`src/rtl/axis_packet_arbiter.sv`:
```
`default_nettype none
// ============================================================================
// Module      : axis_packet_arbiter
// Description : Round-robin AXI-Stream packet arbiter. Merges NUM_PORTS slave
//               streams onto one registered master stream without ever
//               interleaving packets. m_id carries the source port index.
// Revision    : 1.0 - initial release
// ============================================================================
module axis_packet_arbiter #(
  parameter int NUM_PORTS  = 4,
  parameter int DATA_WIDTH = 64,
  parameter int ID_WIDTH   = 8,
  parameter int DEST_WIDTH = 8
) (
  input  logic                             clk,
  input  logic                             rst,
  input  logic [NUM_PORTS-1:0]             s_valid,
  output logic [NUM_PORTS-1:0]             s_ready,
  input  logic [NUM_PORTS*DATA_WIDTH-1:0]  s_data,
  input  logic [NUM_PORTS*DEST_WIDTH-1:0]  s_dest,
  input  logic [NUM_PORTS-1:0]             s_last,
  output logic                             m_valid,
  input  logic                             m_ready,
  output logic [DATA_WIDTH-1:0]            m_data,
  output logic [ID_WIDTH-1:0]              m_id,
  output logic [DEST_WIDTH-1:0]            m_dest,
  output logic                             m_last
);

  localparam int C_PW = $clog2(NUM_PORTS);

  typedef enum logic [0:0] {
    ST_IDLE   = 1'b0,
    ST_LOCKED = 1'b1
  } state_t;

  state_t                r_state;
  logic [C_PW-1:0]       r_owner;
  logic [C_PW-1:0]       r_rr_ptr;
  logic                  r_m_valid;
  logic [DATA_WIDTH-1:0] r_m_data;
  logic [ID_WIDTH-1:0]   r_m_id;
  logic [DEST_WIDTH-1:0] r_m_dest;
  logic                  r_m_last;

  logic                  w_rr_found;
  logic [C_PW-1:0]       w_rr_idx;
  logic [C_PW-1:0]       w_sel_idx;
  logic                  w_sel_valid;
  logic                  w_can_load;
  logic                  w_fire;
  logic [C_PW-1:0]       w_next_ptr;
  logic [DATA_WIDTH-1:0] w_sel_data;
  logic [DEST_WIDTH-1:0] w_sel_dest;
  logic                  w_sel_last;

  // Port index arithmetic modulo NUM_PORTS (works for non-power-of-two counts).
  function automatic logic [C_PW-1:0] f_wrap_add(input logic [C_PW-1:0] base, input int off);
    int t;
    t = int'(base) + off;
    if (t >= NUM_PORTS) t = t - NUM_PORTS;
    return t[C_PW-1:0];
  endfunction

  // Round-robin search: first valid port starting at r_rr_ptr.
  always_comb begin
    w_rr_found = 1'b0;
    w_rr_idx   = r_rr_ptr;
    for (int i = 0; i < NUM_PORTS; i++) begin
      if (!w_rr_found && s_valid[f_wrap_add(r_rr_ptr, i)]) begin
        w_rr_found = 1'b1;
        w_rr_idx   = f_wrap_add(r_rr_ptr, i);
      end
    end
  end

  // While a packet is in flight the owner is selected unconditionally, so a
  // bubble on the owner holds the output instead of letting another port in.
  assign w_sel_idx   = (r_state == ST_LOCKED) ? r_owner : w_rr_idx;
  assign w_sel_valid = (r_state == ST_LOCKED) ? s_valid[r_owner] : w_rr_found;
  assign w_can_load  = !r_m_valid || m_ready;
  assign w_fire      = w_sel_valid && w_can_load && !rst;
  assign w_next_ptr  = f_wrap_add(w_sel_idx, 1);

  assign w_sel_data  = s_data[int'(w_sel_idx)*DATA_WIDTH +: DATA_WIDTH];
  assign w_sel_dest  = s_dest[int'(w_sel_idx)*DEST_WIDTH +: DEST_WIDTH];
  assign w_sel_last  = s_last[w_sel_idx];

  // One-hot ready toward the selected port, only when its beat is taken.
  always_comb begin
    s_ready = '0;
    if (w_fire) s_ready[w_sel_idx] = 1'b1;
  end

  // Arbitration FSM and output register; payload only changes on a new beat.
  always_ff @(posedge clk) begin
    if (rst) begin
      r_state   <= ST_IDLE;
      r_owner   <= '0;
      r_rr_ptr  <= '0;
      r_m_valid <= 1'b0;
      r_m_data  <= '0;
      r_m_id    <= '0;
      r_m_dest  <= '0;
      r_m_last  <= 1'b0;
    end else begin
      if (w_can_load) r_m_valid <= w_fire;
      if (w_fire) begin
        r_m_data <= w_sel_data;
        r_m_id   <= ID_WIDTH'(w_sel_idx);
        r_m_dest <= w_sel_dest;
        r_m_last <= w_sel_last;
        case (r_state)
          ST_IDLE: begin
            if (w_sel_last) begin
              r_rr_ptr <= w_next_ptr;
            end else begin
              r_owner <= w_sel_idx;
              r_state <= ST_LOCKED;
            end
          end
          ST_LOCKED: begin
            if (w_sel_last) begin
              r_rr_ptr <= w_next_ptr;
              r_state  <= ST_IDLE;
            end
          end
          default: r_state <= ST_IDLE;
        endcase
      end
    end
  end

  assign m_valid = r_m_valid;
  assign m_data  = r_m_data;
  assign m_id    = r_m_id;
  assign m_dest  = r_m_dest;
  assign m_last  = r_m_last;

endmodule
`default_nettype wire

```
`config.mk`:
```
export PLATFORM = sky130hd
export DESIGN_NAME = axis_packet_arbiter
export DESIGN_NICKNAME = d
export VERILOG_FILES = /design/src/rtl/axis_packet_arbiter.sv
export SDC_FILE = /design/constraint.sdc
export NUM_CORES = 1
export LEC_CHECK = 0
export ABC_AREA = 1
export BUFFER_PORTS_ARGS = -buffer_cell sky130_fd_sc_hd__buf_2
export CORE_AREA = 4 4 149 151
export DETAILED_ROUTE_END_ITERATION = 6
export DIE_AREA = 0 0 153 155
export PLACE_DENSITY = 0.56
export SETUP_SLACK_MARGIN = 0.15
export SLEW_MARGIN = 0
export SYNTH_ARGS = -nofsm -noshare
export SYNTH_HDL_FRONTEND = slang
export SYNTH_SLANG_ARGS = --single-unit
export TNS_END_PERCENT = 10
```
`constraint.sdc`:
```
create_clock -name clk -period 6 [get_ports clk]
set_clock_uncertainty 0.05 [all_clocks]
set_input_delay 1.5 -clock clk [delete_from_list [all_inputs] [get_ports clk]]
set_output_delay 1.5 -clock clk [all_outputs]
set_load 0.05 [all_outputs]
```
==> flow_summary.yaml <==
clocking:
  cts_num_sinks: 81
  post_cts_buffers: 0
  cts_buffers: 9
  clkTransAtPathRegs_ns: 0.06
  cts_resized: 0
  clk_path_buf_depth: 2
  cts_tree: "yes"
  cts_max_level: 3
  root_buffer: "clkbuf_16"
  clkLatencyLatePin_ns: 0.34
  cts_hold_buf: 0
pwr:
  intPower_uw: 2350
  pwr-share-clk: 0.109
  switching_power_uw: 3537
  power_frac_seq: 0.159
  swShare: 0.6008
  p_leak_uw: 0.004290
  combPwrFrac: 0.732
  cellPowerDensity_nw_per_um2: 751.7
  peakVddDrop_mv: 0.4258
sta:
  grt_setup_unrepaired: "false"
  finalCritPeriodShare: 0.7981
  setup_viol: 0
  setup-tns-final_ns: 0
  worst_pin_slew_ns: 0.9555
  period_minus_slack_ns: 4.788
  hold_viol: 0
  slew_headroom: 0.3630
  finalMaxSlewViolations: 0
  fmaxAchievable_ghz: 0.2088
setup_path:
  worstPathCellList: "buf_2 > inv_1 > nand2_1 > nand3_1 > nand2_1 > nor2_4 > nand3_1 > nand2_1 > nand2_1 > nand2_1 > nand2_1 > nand2_2 > nand2_2 > inv_2 > ha_1 > inv_1 > nor2_1 > buf_2"
  r2r_cells: 16
  critPathMaxFanout: 5
  arrival_ns: 3.24
  cp.required_ns: 4.45
  worst_path_max_delay_cell: "buf_2"
  critical_path_class: "in2out"
  worstSetupStartpointType: "input port"
  r2r-start: "r_rr_ptr[0]$_SDFFE_PP0P_"
  cp-startpoint: "s_valid[1]"
  max_stage_delay_ns: 0.27
  end_kind: "output pin"
  crit_top_cell: "nand2_1"
layout:
  syn_to_final_growth_pct: 40.06
  utilization: 0.3760
  drive_gt1_frac: 0.3223
  fillers: 2383
  fin_nets: 1592
synthesis:
  yosysMostFrequentCell: "nand2_1"
  ys_seq_elements: 81
  synth_top_cell_by_area: "dfxtp_1"
  synth_flop_cell: "dfxtp_1"
  yosysWarnings: 0
  synth_area_leaders: "dfxtp_1 29%, nand2_1 29%, nand3_1 24%"
  yosysSeqAreaShare: 0.2901
  synth_edf_count: 0
  synthArstFlopShare: 0
  synth_area_um2: 5590
  synth_top_area_share: 0.2901
  ys_top_cells_by_count: "429 x nand2_1, 269 x nand3_1, 81 x dfxtp_1"
  postSynthAreaPerCell_um2: 5.793
  ys_types: 24
  postSynthCellCount: 965
global_routing:
  grtUsageTotal: 0.1851
  grt_pass1_vias: 6934
  overflow: 0
  grt_pass1_wl_um: 36160
  grt_max_degree: 88
  antenna_found_initial: 1
floorplanning:
  rows: 53
  io_pins: 385
  initial_core_util: 0.2685
  coreArea_um2: 20820
  dieArea_um2: 23720
  die_w_um: 153
  fp.dieH_um: 155
route:
  vias: 7365
  final_antenna_net_count: 0
  wl_per_cell_um: 15.07
  drc: 0
  via_per_inst: 4.691
  dr.pass1.iters: 5
  detail_route.iter0.violations: 426
  routed_wirelength_um: 23660
place:
  io_buffers: 378
  routabilityCongestion: 0.8694
  dp_hpwl_um: 17680
worst_hold_path:
  hold_class: "reg2reg"
  min_from: "m_data[36]$_SDFFE_PP0P_"
  min_path_cells: 2
outcome:
  status: "finished clean"
flow_run:
  drv_cap: 0
==> worst paths after layout <==
path	endpoint	slack (ns)
max	s_ready[2]	1.21
min	m_data[36]$_SDFFE_PP0P_	0.41
max reg2reg	m_data[49]$_SDFFE_PP0P_	2.17
min reg2reg	m_data[36]$_SDFFE_PP0P_	0.41
==> registers in the layout (all words and copies together), names as in the netlist <==
name and flops:
m_data 64, m_dest 8, m_id 2, r_owner 2
r_rr_ptr 2, m_last 1, m_valid 1, r_state 1
==> kinds of logic after synthesis <==
| logic type | after synthesis | synth area share |
|---|---|---|
| compound gates | 45 | 0.04118 |
| fa+ha+maj | 4 | 0.008953 |
| flops | 81 | 0.2901 |
| simple gates | 726 | 0.5584 |
| buf+inv | 108 | 0.1007 |
| other cells | 1 | 0.0006708 |
==> metal layers <==
layer | GRT usage | vias to the layer above | routed length [um]
li1 | - | 3780 | -
met1 | 0.2313 | 3275 | 9880
met2 | 0.3224 | 278 | 11660
met3 | 0.03755 | 32 | 1576
met4 | 0.05643 | 0 | 547
met5 | 0 | - | 0
==> area by class of cell <==
class	count	area, um^2	area share
clock buffers	11	242.7	0.03100
repair buffers	389	1974	0.2522
multi-input cells	781	3438	0.4391
inverters	27	103.9	0.01326
flip-flops and latches	81	1622	0.2071
clock inverters	5	102.6	0.01310
diodes	1	2.502	0.0003196
well taps	275	344.1	0.04394
==> critical path: cells and delay by family <==
| family | cells | cell delay [ns] |
|---|---|---|
| adders and majority gates | 1 | 0.14 |
| buffers and inverters | 5 | 0.60 |
| and+or+nand+nor | 12 | 0.99 |
==> power groups by stage <==
stage               Combinational (uW)  Clock, uW  Sequential (uW)
floorplan                         2660          0             1720
global placement                  4350          0              939
detailed placement                4350          0              945
CTS                               4360        668              936
global route                      4810        685              966
finish                            4310        644              933
==> placed cells by master, fill, tap and decap left out, types with 2 or more instances in the layout <==
cell type / count
inv_2: 4
bufinv_16: 3
o21ai_0: 5
a21oi_1: 38
nand2_2: 4
clkbuf_16: 9
buf_2: 378
ha_1: 4
nand4_1: 8
nor2_1: 10
nand3_1: 269
nand2_1: 429
buf_4: 11
dfxtp_1: 81
o211ai_1: 2
conb_1: 6
inv_1: 21
==> through the flow <==
step | hold WS, ns | area [um^2] | instances | total power, uW | setup WS [ns]
6_report | 0.4103 | 7830 | 1570 | 5886 | 1.212
5_1_grt | 0.4219 | 7830 | 1570 | 6458 | 0.9781
3_3_place_gp | 0.3992 | 7482 | 1553 | 5289 | 1.271
3_5_place_dp | 0.4034 | 7482 | 1553 | 5299 | 1.232
2_1_floorplan | 0.4758 | 5609 | 970 | 4373 | 0.9609
4_1_cts | 0.4130 | 7828 | 1569 | 5968 | 1.223
(Power assumes the default switching activity.)
